[src/rtl/iter_shift_ctrl.sv]
// Multi-cycle shift/rotate sequencer: walks a 16-bit operand through 2-position steps,
// with one trailing 1-position step for odd amounts, and reports the result on done.
module iter_shift_ctrl #(
  parameter int DATA_W  = 16,
  parameter int SHAMT_W = 4
) (
  input  logic               clk,
  input  logic               rst,
  input  logic               start,
  input  logic [1:0]         op,
  input  logic [DATA_W-1:0]  dataIn,
  input  logic [SHAMT_W-1:0] shamt,
  output logic               busy,
  output logic               done,
  output logic [DATA_W-1:0]  out
);

  localparam logic [1:0] IDLE  = 2'd0;
  localparam logic [1:0] SHIFT = 2'd1;
  localparam logic [1:0] DONE  = 2'd2;

  localparam logic [1:0] OP_ROL = 2'b00;
  localparam logic [1:0] OP_SLL = 2'b01;
  localparam logic [1:0] OP_SRA = 2'b10;

  logic [1:0]         state;
  logic [1:0]         opReg;
  logic [DATA_W-1:0]  work;
  logic [SHAMT_W-1:0] remaining;

  logic               twoStep;
  logic [DATA_W-1:0]  stepOne;
  logic [DATA_W-1:0]  stepTwo;
  logic [DATA_W-1:0]  stepped;
  logic [SHAMT_W-1:0] remainingNext;

  // One step of the latched operation; the step size depends on how much is left.
  always_comb begin
    twoStep = (remaining >= SHAMT_W'(2));
    case (opReg)
      OP_ROL: begin
        stepOne = {work[DATA_W-2:0], work[DATA_W-1]};
        stepTwo = {work[DATA_W-3:0], work[DATA_W-1:DATA_W-2]};
      end
      OP_SLL: begin
        stepOne = {work[DATA_W-2:0], 1'b0};
        stepTwo = {work[DATA_W-3:0], 2'b00};
      end
      OP_SRA: begin
        stepOne = {work[DATA_W-1], work[DATA_W-1:1]};
        stepTwo = {{2{work[DATA_W-1]}}, work[DATA_W-1:2]};
      end
      default: begin
        stepOne = {1'b0, work[DATA_W-1:1]};
        stepTwo = {2'b00, work[DATA_W-1:2]};
      end
    endcase
    stepped       = twoStep ? stepTwo : stepOne;
    remainingNext = twoStep ? (remaining - SHAMT_W'(2)) : '0;
  end

  always_ff @(posedge clk) begin
    if (rst) begin
      state     <= IDLE;
      opReg     <= 2'b00;
      work      <= '0;
      remaining <= '0;
      out       <= '0;
    end else begin
      case (state)
        IDLE: begin
          if (start) begin
            opReg     <= op;
            work      <= dataIn;
            remaining <= shamt;
            if (shamt == '0) begin
              out   <= dataIn;
              state <= DONE;
            end else begin
              state <= SHIFT;
            end
          end
        end
        SHIFT: begin
          work      <= stepped;
          remaining <= remainingNext;
          if (remainingNext == '0) begin
            out   <= stepped;
            state <= DONE;
          end
        end
        default: state <= IDLE;
      endcase
    end
  end

  assign busy = (state != IDLE);
  assign done = (state == DONE);

endmodule

[config.mk]
export PLATFORM = sky130hd
export DESIGN_NAME = iter_shift_ctrl
export DESIGN_NICKNAME = d
export VERILOG_FILES = /design/src/rtl/iter_shift_ctrl.sv
export SDC_FILE = /design/constraint.sdc
export NUM_CORES = 1
export LEC_CHECK = 0
export ABC_AREA = 1
export BUFFER_PORTS_ARGS = -buffer_cell sky130_fd_sc_hd__buf_2
export CELL_PAD_IN_SITES_DETAIL_PLACEMENT = 1
export CELL_PAD_IN_SITES_GLOBAL_PLACEMENT = 2
export CORE_ASPECT_RATIO = 0.7
export CORE_MARGIN = 4
export CORE_UTILIZATION = 32
export CTS_BUF_LIST = sky130_fd_sc_hd__clkbuf_4
export DETAILED_ROUTE_END_ITERATION = 10
export PLACE_DENSITY_LB_ADDON = 0.1
export SLEW_MARGIN = 25
export SYNTH_ARGS = -nofsm -noshare
export SYNTH_HDL_FRONTEND = slang
export SYNTH_SLANG_ARGS = --single-unit
export TNS_END_PERCENT = 5
[constraint.sdc]
create_clock -name clk -period 3.1 [get_ports clk]
set_clock_uncertainty 0.15 [all_clocks]
set_input_delay 0.465 -clock clk [delete_from_list [all_inputs] [get_ports clk]]
set_output_delay 0.465 -clock clk [all_outputs]
set_load 0.1 [all_outputs]
==> metrics.txt <==
Worst IR Drop VDD=0.000229 V; GRT Overall Usage=0.168; vias per cell=4.63; xor and xnor area share after synthesis=0; Synth Area in Compound Gates=0.152; Crit Path Max Fanout=29; min-delay worst type=input pin to register; io pins=43; Cell Count, Final, Fillers Out=527; count leader, synth=nand2_1; top cell type's share of synthesized area=0.330; Post-synth EDFFs=0; Final period util=0.721; status=complete, no violations; Critical Path Source Type=register; average wire per standard cell=13.6 microns; Synth Register Bits=40; hold_buf cts=0; starting density of the core=0.331; TNS Setup=0 ns; final slew viol count=0; Cell variety after synth=27; sequential area share after synthesis=0.330; initial antenna violation count=0; Nets=454; setup slack, reg-to-reg=0.87 ns; routability congestion estimate=0.810; Async SR Flop Fraction=0; CTS Sinks=40; data arrival time of the worst path=2.36 ns; prevailing post-synth register cell=dfxtp_1; TritonCTS clock tree=built; post-synthesis mux area share=0; post-CTS sizing=0; DIE WIDTH=112 microns; final hold vios=0; CTS Buf Count=5; PortBufs=42; first-pass GRT wire length=12200 microns; DRT iter0 DRCs=90; H-tree Lvls=2; Crit. Startpoint=state[1]; critical path class=register to register; Synth Area in Simple Gates=0.359; core area=7320 sq um; HP Start=op[0]; Reg-to-Reg End=remaining[0]; detailed-route wire length=7190 microns; DP Wirelength=5260 microns; placed insts=519; vias in the first global route=2415; Critical Path RT=3.23 ns; # Post-CTS Setup Buffers=0; DRC viols=0; area delta synth->final=11.4%; Crit Reg-Reg Startpoint=state[1]; crit path to=remaining[0]; syn nets=423; maximum number of pins on one net before global-route repair=42; Routed Antenna Nets=0; Leakage=0.00149 uW; fin crit period=2.23 ns; max-cap violations=0; chip height=80.9 microns; CTS root buf=clkbuf_4; crit end category=register; die footprint=9060 sq um; Synth Area in Adders=0.00516; area leader, netlist=dfxtp_1; GRT overflow=0; TritonRoute pass-1 iters=4; ranking of synthesized cells by area=dfxtp_1 (33%), nand2_1 (20%), inv_1 (8.4%), nor2_1 (7.7%), o21ai_0 (6.6%); clock tree buffer depth=2; vias=2438; measured slew at the worst slew-check pin=0.815 ns; final setup fails=0; list of most frequent post-synthesis cells=nand2_1 (132), inv_1 (54), nor2_1 (50); Mapped Avg Cell Area=6.11 sq um; Tot Pwr=1740 uW; PwrDens=643 nW/um^2; share of layout cells above drive strength 1=0.166; Synth Cell Area=2430 sq um; Slew Limit Headroom=0.456; Reg clk slew, reported paths=0.14 ns; Inserted Diodes=0; Reg2Reg Depth=6; final core occ=0.369; num rows=26; Synth Instances=397; largest family of logic cells by synthesized area=simple AND/OR/NAND/NOR gates; Worst-Skew Late Latency=0.36 ns; number of warnings issued by yosys=0; FMAX=0.448 GHz; RSZ-0062 raised after global routing=no
-- through the flow --
stage | setup slack (ns) | instance area [sq um] | hold WS (ns)
floorplan | 0.869 | 2430 | 0.326
finish | 0.866 | 2700 | 0.224
detailed placement | 0.868 | 2620 | 0.356
CTS | 0.808 | 2700 | 0.215
global route | 0.594 | 2700 | 0.222
global placement | 0.973 | 2620 | 0.345
-- kinds of logic (layout without fill, tap and decap cells) --
group / count (synthesis) / count (layout)
AO/OA/AOI/OAI: 68 / 68
flip-flops: 40 / 40
adder cells (fa/ha/maj): 1 / 1
AND/OR/NAND/NOR: 209 / 209
buffers and inverters: 79 / 111
-- layout by cell type, fill, tap and decap left out, types with 2 or more instances in the layout --
cell,n
a31oi_1,3
o21ai_1,11
inv_2,5
nand2_2,3
a21oi_1,17
buf_4,2
nand2_4,4
dfxtp_1,40
nand3_1,13
inv_1,54
clkbuf_4,5
nor2_1,50
nand2_1,132
buf_2,42
nand3_2,3
o22ai_1,2
o21ai_0,32
-- worst max-delay path, cell delays in order (launching register included) --
cell,delay [ns]
dfxtp_1,0.35
inv_2,0.06
nand2_2,0.42
nand2_4,0.16
inv_1,0.64
nand2_1,0.13
a31oi_1,0.22
-- registers in the layout (all words and copies together) (netlist names) --
register and flops:
remaining 4, opReg 2, out 16, work 16
state 2
-- worst min-delay path by stage --
stage	endpoint	cells past startpoint
floorplan	remaining[0]	2
global placement	out[5]	4
detailed placement	out[1]	4
CTS	opReg[0]	3
global route	opReg[0]	3
finish	opReg[0]	3
-- metal layers --
metal / wire length [microns] / track usage
met5: 0 / 0
met4: 55 / 0.0360
met3: 209 / 0.0320
met2: 2860 / 0.251
met1: 4060 / 0.250
-- final cells by class --
| class | count | area [sq um] |
|---|---|---|
| fill | 1026 | 4620 |
| multi-input combinational | 278 | 1250 |
| sequential | 40 | 801 |
| timing repair buffer | 44 | 225 |
| inverter | 59 | 221 |
| tap | 98 | 123 |
| clock inverter | 3 | 42.5 |
| clock buffer | 5 | 37.5 |
-- report_power, final --
part / switching (uW) / internal (uW)
sequential: 39.3 / 583
clock: 190 / 169
combinational: 586 / 171
total: 816 / 923
Note: power is estimated with default switching activity, not from simulation.
